`config.mk`:
```
export PLATFORM = sky130hd
export DESIGN_NAME = jstk_dir_decoder
export DESIGN_NICKNAME = d
export VERILOG_FILES = /design/src/rtl/jstk_dir_decoder.sv
export SDC_FILE = /design/constraint.sdc
export NUM_CORES = 1
export LEC_CHECK = 0
export CAP_MARGIN = 20
export CORE_MARGIN = 2
export CORE_UTILIZATION = 41
export CTS_BUF_LIST = sky130_fd_sc_hd__clkbuf_2
export DETAILED_ROUTE_END_ITERATION = 7
export GPL_TIMING_DRIVEN = 0
export SETUP_SLACK_MARGIN = 0.15
export SYNTH_ARGS = -nofsm -noshare
export SYNTH_HDL_FRONTEND = slang
export SYNTH_SLANG_ARGS = --single-unit
export TNS_END_PERCENT = 5
```
`constraint.sdc`:
```
create_clock -name clk -period 3 [get_ports clk]
set_input_delay 0.3 -clock clk [delete_from_list [all_inputs] [get_ports clk]]
set_output_delay 0.3 -clock clk [all_outputs]
set_load 0.005 [all_outputs]
```
`src/rtl/jstk_dir_decoder.sv`:
```
// rtl/jstk_dir_decoder.sv - joystick axis to filtered direction levels with auto-repeat pulses
module jstk_dir_decoder #(
    parameter int AXIS_W         = 10,
    parameter int CENTER         = 512,
    parameter int DEADZONE       = 200,
    parameter int HYST           = 32,
    parameter int STABLE_SAMPLES = 3,
    parameter int REPEAT_DELAY   = 10,
    parameter int REPEAT_RATE    = 4
) (
    input  logic              clk,
    input  logic              rst,
    input  logic              sample_valid,
    input  logic [AXIS_W-1:0] x_pos,
    input  logic [AXIS_W-1:0] y_pos,
    input  logic              btn_trig,
    input  logic              btn_jstk,
    output logic [3:0]        dir_level,
    output logic [3:0]        dir_pulse,
    output logic [1:0]        btn_level,
    output logic [1:0]        btn_press
);

    // Thresholds clamped into the axis range so extreme parameter choices stay well defined
    localparam int MAXV      = (1 << AXIS_W) - 1;
    localparam int HI_ON_I   = CENTER + DEADZONE;
    localparam int HI_OFF_I  = CENTER + DEADZONE - HYST;
    localparam int LO_ON_I   = CENTER - DEADZONE;
    localparam int LO_OFF_I  = CENTER - DEADZONE + HYST;
    localparam int HI_ON     = (HI_ON_I  > MAXV) ? MAXV : ((HI_ON_I  < 0) ? 0 : HI_ON_I);
    localparam int HI_OFF    = (HI_OFF_I > MAXV) ? MAXV : ((HI_OFF_I < 0) ? 0 : HI_OFF_I);
    localparam int LO_ON     = (LO_ON_I  > MAXV) ? MAXV : ((LO_ON_I  < 0) ? 0 : LO_ON_I);
    localparam int LO_OFF    = (LO_OFF_I > MAXV) ? MAXV : ((LO_OFF_I < 0) ? 0 : LO_OFF_I);
    localparam logic [AXIS_W-1:0] HI_ON_T  = AXIS_W'(HI_ON);
    localparam logic [AXIS_W-1:0] HI_OFF_T = AXIS_W'(HI_OFF);
    localparam logic [AXIS_W-1:0] LO_ON_T  = AXIS_W'(LO_ON);
    localparam logic [AXIS_W-1:0] LO_OFF_T = AXIS_W'(LO_OFF);
    localparam logic [3:0]        STABLE_T = 4'(STABLE_SAMPLES);
    localparam logic [7:0]        DELAY_T  = 8'(REPEAT_DELAY);
    localparam logic [7:0]        RATE_T   = 8'(REPEAT_RATE);

    typedef enum logic [1:0] {
        S_IDLE   = 2'd0,
        S_DELAY  = 2'd1,
        S_REPEAT = 2'd2
    } rpt_state_t;

    logic [3:0] cand;
    logic [3:0] prev_cand;
    logic [3:0] cnt;
    logic [3:0] cnt_next;
    logic       commit;
    logic [3:0] rise;
    logic [3:0] fall;
    logic [3:0] pulse_raw;
    logic [1:0] btn_new;

    rpt_state_t state      [4];
    rpt_state_t state_next [4];
    logic [7:0] timer      [4];
    logic [7:0] timer_next [4];

    assign btn_new = {btn_trig, btn_jstk};

    // Raw candidate with hysteresis: an already committed bit uses the relaxed release threshold
    always_comb begin
        cand    = 4'b0000;
        cand[3] = dir_level[3] ? (y_pos > HI_OFF_T) : (y_pos > HI_ON_T);
        cand[2] = dir_level[2] ? (y_pos < LO_OFF_T) : (y_pos < LO_ON_T);
        cand[1] = dir_level[1] ? (x_pos < LO_OFF_T) : (x_pos < LO_ON_T);
        cand[0] = dir_level[0] ? (x_pos > HI_OFF_T) : (x_pos > HI_ON_T);
    end

    // Stability count for this sample and the resulting commit decision
    always_comb begin
        cnt_next = 4'd1;
        if (cand == prev_cand) begin
            cnt_next = (cnt >= STABLE_T) ? STABLE_T : cnt + 4'd1;
        end
        commit = sample_valid && (cnt_next == STABLE_T) && (cand != dir_level);
        rise   = commit ? (cand & ~dir_level) : 4'b0000;
        fall   = commit ? (~cand & dir_level) : 4'b0000;
    end

    // Filter, committed level and button registers; only sample cycles advance them
    always_ff @(posedge clk or posedge rst) begin
        if (rst) begin
            prev_cand <= 4'b0000;
            cnt       <= 4'd0;
            dir_level <= 4'b0000;
            dir_pulse <= 4'b0000;
            btn_level <= 2'b00;
            btn_press <= 2'b00;
        end else begin
            // A pulse is suppressed right after another so no pulse ever spans two cycles
            dir_pulse <= pulse_raw & ~dir_pulse;
            btn_press <= sample_valid ? (btn_new & ~btn_level) : 2'b00;
            if (sample_valid) begin
                prev_cand <= cand;
                cnt       <= cnt_next;
                btn_level <= btn_new;
                if (commit) begin
                    dir_level <= cand;
                end
            end
        end
    end

    // Repeat FSM state and timer register, one per direction bit
    always_ff @(posedge clk or posedge rst) begin
        if (rst) begin
            for (int i = 0; i < 4; i++) begin
                state[i] <= S_IDLE;
                timer[i] <= 8'd0;
            end
        end else begin
            for (int i = 0; i < 4; i++) begin
                state[i] <= state_next[i];
                timer[i] <= timer_next[i];
            end
        end
    end

    // Repeat FSM next state: the timer counts samples, expiring when it would reach zero
    always_comb begin
        for (int i = 0; i < 4; i++) begin
            state_next[i] = state[i];
            timer_next[i] = timer[i];
            if (sample_valid) begin
                if (fall[i]) begin
                    state_next[i] = S_IDLE;
                    timer_next[i] = 8'd0;
                end else begin
                    case (state[i])
                        S_IDLE: begin
                            if (rise[i]) begin
                                state_next[i] = S_DELAY;
                                timer_next[i] = DELAY_T;
                            end
                        end
                        S_DELAY: begin
                            if (timer[i] <= 8'd1) begin
                                state_next[i] = S_REPEAT;
                                timer_next[i] = RATE_T;
                            end else begin
                                timer_next[i] = timer[i] - 8'd1;
                            end
                        end
                        S_REPEAT: begin
                            if (timer[i] <= 8'd1) begin
                                timer_next[i] = RATE_T;
                            end else begin
                                timer_next[i] = timer[i] - 8'd1;
                            end
                        end
                        default: begin
                            state_next[i] = S_IDLE;
                            timer_next[i] = 8'd0;
                        end
                    endcase
                end
            end
        end
    end

    // Repeat FSM outputs: pulse on the initial press and on every timer expiry
    always_comb begin
        pulse_raw = 4'b0000;
        for (int i = 0; i < 4; i++) begin
            if (sample_valid && !fall[i]) begin
                if (state[i] == S_IDLE) begin
                    pulse_raw[i] = rise[i];
                end else begin
                    pulse_raw[i] = (timer[i] <= 8'd1);
                end
            end
        end
    end

endmodule

```
==> PnR_summary.wiki, run 1 <==
{| class="wikitable"
! Metric !! Value
|-
| Run status || completed
|-
| Post-layout min period || 2790 ps
|-
| Count of TritonRoute iterations in the first routing pass || 4
|-
| Site row count || 36
|-
| Worst R2R Start || dir_level[0]$_DFFE_PP0P_
|-
| Crit-path max FO || 9
|-
| Count of routing violations after the opening detailed-route iteration || 134
|-
| Switching power || 1.94 mW
|-
| Setup repair after global routing missed its margin || yes
|-
| Final GP Congestion || 0.840
|-
| Clock tree skew after final layout || 33.6 ps
|-
| Clock share of power || 0.132
|-
| Floorplan die area || 10700 um2
|-
| Pint || 2.43 mW
|-
| CP Data Required Time || 3380 ps
|-
| Sequential fraction of design power || 0.323
|-
| Placeable core region || 9680 um2
|-
| Width of the chip || 103 um
|-
| Cell area after synthesis || 4060 um2
|-
| Share of cell area taken by muxes after synthesis || 0.0339
|-
| Leading register cell type out of synthesis || dfrtp_1
|-
| Fraction of power consumed by combinational cells || 0.545
|-
| Total Power Consumption || 4.38 mW
|-
| Clock insertion delay at the later pin of the skew report || 480 ps
|-
| Adder and majority cell fraction of the synthesized area || 0.0956
|-
| Maximum achievable frequency || 358 MHz
|-
| Slew Limit Fails || 0
|-
| Net count reported at finish || 565
|-
| Fraction of layout cells with a size suffix above 1 || 0.119
|-
| Global-route congestion overflow total || 0
|-
| Remaining routing DRC violations || 0
|-
| Number of clock buffers inserted by TritonCTS || 9
|-
| Mean instance size in the synthesized netlist || 9.00 um2
|-
| Syn Inst Count || 451
|-
| Average wire per cell in the routed design || 16.0 um
|-
| Worst Max-Slew Pin Slew || 691 ps
|-
| Number of sinks on the clock net || 60
|-
| Pin count of the biggest net entering global routing || 34
|-
| Count of maximum capacitance violations || 0
|-
| Filler cells || 911
|-
| Number of diodes added for antenna fixing || 0
|-
| Depth of the CTS H-tree || 3
|-
| Number of nets still failing antenna checks after routing || 0
|-
| Arrival time at the worst endpoint || 3180 ps
|-
| Leak pwr || 2.13 nW
|-
| Class of the tightest hold or removal check || input port to async pin
|-
| Detailed-placement wirelength estimate || 7420 um
|-
| Initial antenna violation count || 0
|-
| Slew HR || 0.540
|-
| Area growth, synth to finish || 22.1%
|-
| CP endpoint kind || register
|-
| Count of input and output buffers || 36
|-
| XOR/XNOR share of the synthesized area || 0.00647
|-
| Number of distinct library cells after synthesis || 66
|-
| Total instance count after detailed placement || 621
|-
| Sequential-to-total area share from yosys stat || 0.370
|-
| Clock-pin slew of the registers on the worst-case setup and hold paths || 190 ps
|-
| Cell chosen for the clock root || clkbuf_2
|-
| Flop and latch count out of synthesis || 60
|-
| Vias after detailed routing || 3594
|-
| Fraction of synthesis flops using an asynchronous set or reset pin || 1.00
|-
| Proportion of total power due to net switching || 0.444
|-
| R2R Path End || timer[25]$_DFFE_PP0P_
|-
| Multi-input combinational cell area || 2530 um2
|-
| Post-synthesis compound-gate area fraction || 0.216
|-
| Overall track demand over capacity in global routing || 0.200
|-
| Non-filler instance count after layout || 647
|-
| CTS tree || yes
|-
| Initial core utilization || 0.419
|-
| Nature of the critical path startpoint || input port
|-
| Number of I/O pins || 37
|-
| Total area of sequential cells || 1500 um2
|-
| Number of setup violations in the final report || 0
|-
| Combinational family with the most area after synthesis || simple AND/OR/NAND/NOR gates
|-
| Reg2Reg Depth || 9
|-
| Final wirelength || 10300 um
|-
| Total power divided by cell area || 883 nW/um2
|-
| Maximum clock path buffer count || 2
|-
| Total count of hold-check failures in the final report || 0
|-
| Share of synthesized cell area in and, or, nand and nor gates || 0.240
|-
| Synthesized net count || 507
|-
| Die Span Y || 103 um
|-
| Share of the cycle needed by the critical path after routing || 0.931
|-
| Number of flops mapped to enable cells by yosys || 0
|-
| Worst-case vdd ir drop || 0.446 mV
|-
| Detailed-route vias per instance || 5.55
|-
| Via count of the first global-routing pass || 3462
|-
| First-pass GRT wire length || 16700 um
|-
| Synth warnings || 0
|-
| CP Class || input port to register
|-
| R2R Setup Slk || 340 ps
|-
| Final worst hold slack || 205 ps
|}
## final cells by class
cell class / instances / area share
buffer: 10 / 0.0114
clock buffer: 9 / 0.00909
clock inverter: 7 / 0.0164
inverter: 30 / 0.0227
multi-input combinational: 351 / 0.510
sequential: 60 / 0.303
tap: 133 / 0.0336
timing repair buffer: 47 / 0.0939
## worst max-delay path, stage by stage
cell	delay [ps]
clkdlybuf4s50_1	540
a21o_1	240
a2111o_1	450
nand3_1	110
nor3b_1	400
nand4_4	140
buf_4	190
o21ai_4	160
and2_1	140
buf_4	170
mux2_2	340
## power by group through the flow
stage | registers [mW] | clock network (mW) | logic, mW
2_1_floorplan | 1.35 | 0 | 1.71
3_3_place_gp | 1.41 | 0 | 2.18
3_5_place_dp | 1.42 | 0 | 2.22
4_1_cts | 1.41 | 0.604 | 2.29
5_1_grt | 1.46 | 0.638 | 2.67
6_report | 1.41 | 0.579 | 2.38
## flip-flops by register name, summed over array words and instances (netlist names)
register,cells
timer,32
btn_press,2
state,8
dir_level,4
btn_level,2
cnt,4
dir_pulse,4
prev_cand,4
## cell families (layout without fill, tap and decap cells)
kind of cell	Yosys count	count (layout)
AND/OR/NAND/NOR	184	184
AO/OA/AOI/OAI	120	120
flip-flops	60	60
buffers and inverters	40	103
adder cells (fa/ha/maj)	31	31
multiplexers	13	13
XOR/XNOR	3	3
## worst max-delay path by stage
stage	startpoint	endpoint	slack (ps)
2_1_floorplan	x_pos[1]	timer[25]$_DFFE_PP0P_	150
3_3_place_gp	y_pos[9]	dir_level[1]$_DFFE_PP0P_	-730
3_5_place_dp	x_pos[8]	dir_level[1]$_DFFE_PP0P_	-740
4_1_cts	x_pos[4]	timer[25]$_DFFE_PP0P_	130
5_1_grt	x_pos[7]	timer[25]$_DFFE_PP0P_	160
6_report	y_pos[4]	timer[25]$_DFFE_PP0P_	210
## cells in the mapped netlist, types with 2 or more instances
master / number / share of area
dfrtp_1: 60 / 0.37
nor3_1: 26 / 0.032
and4_1: 2 / 0.0043
nand2b_1: 11 / 0.017
o31a_1: 2 / 0.0043
buf_2: 4 / 0.0049
o21ai_0: 11 / 0.014
ha_1: 31 / 0.096
nand3b_1: 3 / 0.0055
or3_1: 8 / 0.012
nor2b_1: 6 / 0.0092
o211ai_1: 20 / 0.037
o2111ai_1: 2 / 0.0043
o2bb2ai_1: 6 / 0.013
a31oi_1: 7 / 0.011
a2bb2oi_1: 2 / 0.0043
nand3_1: 16 / 0.020
nor4_1: 4 / 0.0062
mux2i_1: 7 / 0.017
a22o_1: 5 / 0.011
o22a_1: 2 / 0.0043
a32o_1: 8 / 0.020
nor2_1: 39 / 0.036
a21o_1: 2 / 0.0037
a211oi_1: 3 / 0.0055
nor3b_1: 4 / 0.0074
and2_1: 11 / 0.017
inv_1: 29 / 0.027
o21ai_2: 3 / 0.0065
nand4_1: 6 / 0.0092
o22ai_1: 3 / 0.0046
o21a_1: 2 / 0.0037
o21bai_1: 2 / 0.0037
mux2_2: 6 / 0.017
xor2_1: 3 / 0.0065
nand2_1: 37 / 0.034
a21oi_1: 23 / 0.028
nand4b_1: 2 / 0.0043
clkbuf_1: 6 / 0.0055
## stage by stage
| stage | TNS (ps) | utilization | setup slack [ps] | cell area, um2 |
|---|---|---|---|---|
| CTS | 0 | 0.501 | 129 | 4850 |
| floorplan | 0 | - | 147 | 4080 |
| global placement | -29820 | 0.476 | -734 | 4610 |
| detailed placement | -26660 | 0.478 | -742 | 4630 |
| global route | 0 | 0.512 | 158 | 4950 |
| finish | 0 | 0.512 | 206 | 4950 |
## repair_timing
item	in CTS	in global routing
pin swaps	4	6
hold buffers	0	0
gates resized for setup	12	18
buffers inserted	4	6
setup endpoints to repair	46	37
## cells in the final DEF (no fill, tap or decap), types with 3 or more instances in the layout
cell type        instances
dfrtp_1                 60
nor2_1                  38
nand2_1                 37
clkdlybuf4s50_1         32
ha_1                    31
inv_1                   28
nor3_1                  26
a21oi_1                 21
o211ai_1                20
nand3_1                 16
buf_4                   13
nand2b_1                11
o21ai_0                 10
and2_1                  10
clkbuf_2                 9
a32o_1                   8
mux2i_1                  7
a31oi_1                  7
or3_1                    7
nand4_1                  6
mux2_2                   6
o2bb2ai_1                6
nor2b_1                  6
clkbuf_1                 5
a22o_1                   5
nor4_1                   4
o21ai_4                  4
clkinv_1                 4
nor3b_1                  4
dlymetal6s2s_1           4
o22ai_1                  3
a211oi_1                 3
nand3b_1                 3
## routing by layer
metal / global-route usage / vias up / part of all wire
met1: 0.279 / 1732 / 0.48
li1: - / 1794 / -
met2: 0.318 / 58 / 0.47
met5: 0 / - / 0
met3: 0.0262 / 10 / 0.028
met4: 0.0759 / 0 / 0.012
Power figures use the tool's default switching activity.
==> inputs of run 2 (changes only) <==
--- a/config.mk
+++ b/config.mk
@@ -12,6 +12,7 @@
 export DETAILED_ROUTE_END_ITERATION = 7
 export GPL_TIMING_DRIVEN = 0
 export SETUP_SLACK_MARGIN = 0.15
+export SKIP_CTS_REPAIR_TIMING = 1
 export SYNTH_ARGS = -nofsm -noshare
 export SYNTH_HDL_FRONTEND = slang
 export SYNTH_SLANG_ARGS = --single-unit
==> run 2 against run 1 <==
  * Critical path depth did not move
  * First-iteration DRC count grew 3.7%
  * Non-clock buffer count up 2
  * Sequential share of layout area decreased by 0.18 points
  * Clock power barely moved
  * Hold slack is essentially flat
  * Cell area up 0.58%
  * Clock skew barely moved
  * Combinational power about the same
==> PnR_summary.wiki, run 2 (same netlist as run 1, synthesis figures left out) <==
{| class="wikitable"
! Metric !! Value
|-
| Total Power Consumption || 4.40 mW
|-
| Non-filler instance count after layout || 649
|-
| Area growth, synth to finish || 22.8%
|-
| Pin count of the biggest net entering global routing || 34
|-
| Floorplan die area || 10700 um2
|-
| Buffering stage count on the worst path with inverters included || 3
|-
| CTS tree || yes
|-
| Slew Limit Fails || 0
|-
| Slew HR || 0.546
|-
| Total instance count after detailed placement || 621
|-
| Nature of the critical path startpoint || input port
|-
| Count of input and output buffers || 36
|-
| Number of clock buffers inserted by TritonCTS || 9
|-
| Leak pwr || 2.13 nW
|-
| CP endpoint kind || register
|-
| Remaining routing DRC violations || 0
|-
| Site row count || 36
|-
| Detailed-route vias per instance || 5.56
|-
| Count of routing violations after the opening detailed-route iteration || 139
|-
| Number of diodes added for antenna fixing || 0
|-
| Width of the chip || 103 um
|-
| Global-route congestion overflow total || 0
|-
| CP max-delay cell || or4_4
|-
| First-pass GRT wire length || 16600 um
|-
| Count of maximum capacitance violations || 0
|-
| Post-layout min period || 2850 ps
|-
| Initial antenna violation count || 0
|-
| Die Span Y || 103 um
|-
| Run status || completed
|-
| Setup repair after global routing missed its margin || yes
|-
| Depth of the CTS H-tree || 3
|-
| Number of sinks on the clock net || 60
|-
| Initial core utilization || 0.419
|-
| Total power divided by cell area || 882 nW/um2
|-
| Clock tree skew after final layout || 33.7 ps
|-
| Fraction of layout cells with a size suffix above 1 || 0.126
|-
| Placeable core region || 9680 um2
|-
| Worst Max-Slew Pin Slew || 681 ps
|-
| Clock-pin slew of the registers on the worst-case setup and hold paths || 190 ps
|-
| CP Class || input port to register
|-
| Flip-flop count of the largest register, all copies and words added || 32
|-
| Reg2Reg Depth || 9
|-
| Cell chosen for the clock root || clkbuf_2
|-
| Detailed-placement wirelength estimate || 7420 um
|-
| R2R Path End || timer[1]$_DFFE_PP0P_
|-
| Ordered cell list for the critical path || clkdlybuf4s50_1 -> or3_4 -> or4_4 -> a32oi_4 -> xor2_2 -> nand4_4 -> buf_4 -> o21ai_4 -> and2_1 -> clkbuf_4 -> mux2_2
|-
| Register bank with the most flops || timer
|-
| Number of I/O pins || 37
|-
| Gate family responsible for the most delay along the worst path || simple AND/OR/NAND/NOR gates
|-
| Final wirelength || 10300 um
|-
| Arrival time at the worst endpoint || 3240 ps
|-
| Total count of hold-check failures in the final report || 0
|-
| Biggest registers after layout || timer x32, state x8
|-
| Most common library cell in the layout ignoring fill and taps || dfrtp_1
|-
| Overall track demand over capacity in global routing || 0.199
|-
| CP Data Required Time || 3390 ps
|-
| Filler cells || 916
|-
| Clock insertion delay at the later pin of the skew report || 480 ps
|-
| Maximum achievable frequency || 350 MHz
|-
| Average wire per cell in the routed design || 15.9 um
|-
| Number of setup violations in the final report || 0
|-
| Top library cells by usage in the layout, fill and taps aside || 60 x dfrtp_1, 38 x nor2_1, 37 x nand2_1
|-
| Vias after detailed routing || 3608
|-
| Via count of the first global-routing pass || 3424
|-
| Final GP Congestion || 0.840
|-
| R2R Setup Slk || 340 ps
|-
| Share of the cycle needed by the critical path after routing || 0.952
|-
| Number of nets still failing antenna checks after routing || 0
|-
| Maximum clock path buffer count || 2
|-
| Worst R2R Start || dir_level[0]$_DFFE_PP0P_
|-
| Worst path max stage delay || 520 ps
|-
| Count of TritonRoute iterations in the first routing pass || 4
|-
| Crit-path max FO || 8
|-
| Net count reported at finish || 567
|-
| Worst-case vdd ir drop || 0.446 mV
|-
| Class of the tightest hold or removal check || input port to async pin
|}
run 2: how the worst max path moves through the flow:
stage,end,depth (start not counted),startpoint,slack (ps)
6_report,timer[1]$_DFFE_PP0P_,11,x_pos[1],150
2_1_floorplan,timer[25]$_DFFE_PP0P_,9,x_pos[1],150
4_1_cts,dir_level[1]$_DFFE_PP0P_,7,dir_level[0]$_DFFE_PP0P_,-340
5_1_grt,timer[1]$_DFFE_PP0P_,11,x_pos[1],120
3_3_place_gp,dir_level[1]$_DFFE_PP0P_,9,y_pos[9],-730
3_5_place_dp,dir_level[1]$_DFFE_PP0P_,9,x_pos[8],-740
run 2: layer usage:
metal / vias to the layer above / global-route usage / wire length, um
li1: 1798 / - / -
met2: 79 / 0.314 / 4850
met4: 0 / 0.0779 / 123
met5: - / 0 / 0
met3: 10 / 0.0262 / 340
met1: 1721 / 0.277 / 4980
run 2: through the flow:
stage	hold WS [ps]	area (um2)	setup WS [ps]	utilization	setup TNS [ps]
6_report	205	4980	145	0.515	0
5_1_grt	213	4980	116	0.515	0
4_1_cts	199	4760	-339	0.491	-5440
3_5_place_dp	446	4630	-742	0.478	-26660
3_3_place_gp	434	4610	-734	0.476	-29820
2_1_floorplan	428	4080	147	-	0
run 2: layout make-up:
cell class                 instances  area [um2]  area share
inverter                          30         113      0.0226
clock inverter                     7        81.3      0.0163
buffer                            10        57.6      0.0115
timing repair buffer              49         478      0.0959
multi-input combinational        351        2540       0.510
sequential                        60        1500       0.301
clock buffer                       9        45.0     0.00904
tap                              133         166      0.0334
run 2: power breakdown:
group	switching (mW)	internal (mW)	total, mW	leakage (nW)
clock	0.313	0.265	0.579	0.0782
combinational	1.33	1.07	2.40	1.30
sequential	0.310	1.10	1.41	0.754
==> inputs of run 3 (changes only) <==
--- a/config.mk
+++ b/config.mk
@@ -7,10 +7,11 @@
 export LEC_CHECK = 0
 export CAP_MARGIN = 20
 export CORE_MARGIN = 2
-export CORE_UTILIZATION = 41
+export CORE_UTILIZATION = 55
 export CTS_BUF_LIST = sky130_fd_sc_hd__clkbuf_2
 export DETAILED_ROUTE_END_ITERATION = 7
 export GPL_TIMING_DRIVEN = 0
+export PLACE_DENSITY = 0.77
 export SETUP_SLACK_MARGIN = 0.15
 export SKIP_CTS_REPAIR_TIMING = 1
 export SYNTH_ARGS = -nofsm -noshare
==> run 3 against run 2 <==
  * Critical path depth unchanged
  * Utilization increased by 15 points
  * Hold slack got worse by 120 ps
  * Global-route usage increased by 4.5 points
  * Largest power group unchanged
==> PnR_summary.wiki, run 3 (same netlist as run 1, synthesis figures left out) <==
{| class="wikitable"
! Metric !! Value
|-
| Top library cells by usage in the layout, fill and taps aside || 60 x dfrtp_1, 39 x nor2_1, 37 x nand2_1
|-
| Number of diodes added for antenna fixing || 0
|-
| Pin count of the biggest net entering global routing || 41
|-
| Count of TritonRoute iterations in the first routing pass || 6
|-
| Count of routing violations after the opening detailed-route iteration || 226
|-
| Setup repair after global routing missed its margin || yes
|-
| Worst Max-Slew Pin Slew || 648 ps
|-
| Average wire per cell in the routed design || 16.0 um
|-
| Biggest registers after layout || timer x32, state x8
|-
| CP Data Required Time || 3410 ps
|-
| R2R Path End || timer[8]$_DFFE_PP0P_
|-
| Cell chosen for the clock root || clkbuf_2
|-
| Total Power Consumption || 4.20 mW
|-
| Number of setup violations in the final report || 0
|-
| Smallest setup slack after layout || 116 ps
|-
| Total power divided by cell area || 871 nW/um2
|-
| Setup WS pre-CTS || -809 ps
|-
| Reg2Reg Depth || 7
|-
| Total area of sequential cells || 1500 um2
|-
| Remaining routing DRC violations || 0
|-
| Overall track demand over capacity in global routing || 0.243
|-
| Register bank with the most flops || timer
|-
| Floorplan die area || 8080 um2
|-
| Final GP Congestion || 0.874
|-
| Count of input and output buffers || 36
|-
| Area growth, synth to finish || 18.8%
|-
| R2R Setup Slk || 260 ps
|-
| Most common library cell in the layout ignoring fill and taps || dfrtp_1
|-
| Run status || completed
|-
| Number of sinks on the clock net || 60
|-
| CP Class || input port to register
|-
| Net count reported at finish || 565
|-
| Initial core utilization || 0.563
|-
| Global-route congestion overflow total || 0
|-
| Placeable core region || 7210 um2
|-
| Multi-input combinational cell area || 2500 um2
|-
| Vias after detailed routing || 3715
|-
| Die Span Y || 89.9 um
|-
| Arrival time at the worst endpoint || 3290 ps
|-
| CTS tree || yes
|-
| Site row count || 31
|-
| Width of the chip || 89.9 um
|-
| Nature of the critical path startpoint || input port
|-
| Depth of the CTS H-tree || 3
|-
| Final wirelength || 9820 um
|-
| Detailed-placement wirelength estimate || 7000 um
|-
| Worst-case vdd ir drop || 0.558 mV
|-
| Post-layout min period || 2880 ps
|-
| Count of maximum capacitance violations || 0
|-
| Number of clock buffers inserted by TritonCTS || 9
|-
| Maximum achievable frequency || 347 MHz
|-
| First-pass GRT wire length || 16300 um
|-
| Maximum clock path buffer count || 2
|-
| Initial antenna violation count || 0
|-
| Leak pwr || 2.08 nW
|-
| Class of the tightest hold or removal check || input port to async pin
|-
| Worst R2R Start || dir_level[0]$_DFFE_PP0P_
|-
| Flip-flop count of the largest register, all copies and words added || 32
|-
| Detailed-route vias per instance || 6.07
|-
| Total count of hold-check failures in the final report || 0
|-
| Fraction of layout cells with a size suffix above 1 || 0.113
|-
| Final design utilization || 0.669
|-
| Slew HR || 0.564
|-
| Startpoint of the most critical setup path || x_pos[4]
|-
| Clock insertion delay at the later pin of the skew report || 510 ps
|-
| Filler cells || 618
|-
| Clock tree skew after final layout || 24.6 ps
|-
| Via count of the first global-routing pass || 3554
|-
| Crit-path max FO || 8
|-
| Share of the cycle needed by the critical path after routing || 0.961
|-
| Capturing instance or port of the critical path || timer[1]$_DFFE_PP0P_
|-
| Number of nets still failing antenna checks after routing || 0
|-
| CP endpoint kind || register
|-
| Slew Limit Fails || 0
|-
| Number of I/O pins || 37
|-
| Clock-pin slew of the registers on the worst-case setup and hold paths || 180 ps
|}
## run 3: cell count changes in the layout (fill, tap and decap cells not counted), sizes merged
cell / previous run / this run
bufinv: 2 / 0
dlymetal6s2s: 3 / 1
clkdlybuf4s50: 33 / 35
clkinv: 6 / 4
clkbuf: 17 / 18
## run 3: worst min-delay path by stage
stage / startpoint / endpoint / cells after the start
after floorplan: dir_pulse[3]$_DFF_PP0_ / dir_pulse[3]$_DFF_PP0_ / 1
after global placement: dir_pulse[1]$_DFF_PP0_ / dir_pulse[1]$_DFF_PP0_ / 1
after detailed placement: dir_pulse[1]$_DFF_PP0_ / dir_pulse[1]$_DFF_PP0_ / 1
after CTS: rst / timer[25]$_DFFE_PP0P_ / 2
after global routing: rst / cnt[3]$_DFFE_PP0P_ / 2
final: rst / timer[25]$_DFFE_PP0P_ / 2
## run 3: where the power goes
| group | switching (mW) | total, mW | internal [mW] |
|---|---|---|---|
| registers | 0.313 | 1.42 | 1.11 |
| clock network | 0.302 | 0.414 | 0.111 |
| logic | 1.32 | 2.37 | 1.05 |
## run 3: metal layers
layer  global-route usage  routed length, um  vias to the layer above
li1                     -                  -                     1784
met1                0.302               4270                     1837
met2                0.438               5040                       81
met3               0.0503                414                       13
met4               0.0538                 84                        0
met5                    0                  0                        -
## run 3: per-stage QoR
step / area, um2 / hold slack (ps) / instances / TNS (ps)
floorplan: 4080 / 428 / 451 / 0
global placement: 4570 / 426 / 586 / -24050
detailed placement: 4590 / 424 / 587 / -29840
CTS: 4660 / 104 / 602 / -5500
global route: 4820 / 116 / 612 / 0
finish: 4820 / 87.3 / 612 / 0
## run 3: layout make-up
class                           count  area share
Buffer                             10      0.0101
Inverter                           30      0.0233
Tap cell                           99      0.0257
Clock inverter                      3     0.00311
Timing Repair Buffer               47      0.0949
Sequential cell                    60       0.311
Clock buffer                       12      0.0125
Multi-Input combinational cell    351       0.519
## run 3: critical path: stages
cell	delay, ps
clkdlybuf4s50_1	460
or3_1	350
or4_4	520
a32oi_4	240
xor2_2	240
nand4_4	130
buf_4	170
o21ai_4	190
and2_1	150
buf_2	190
mux2_2	350
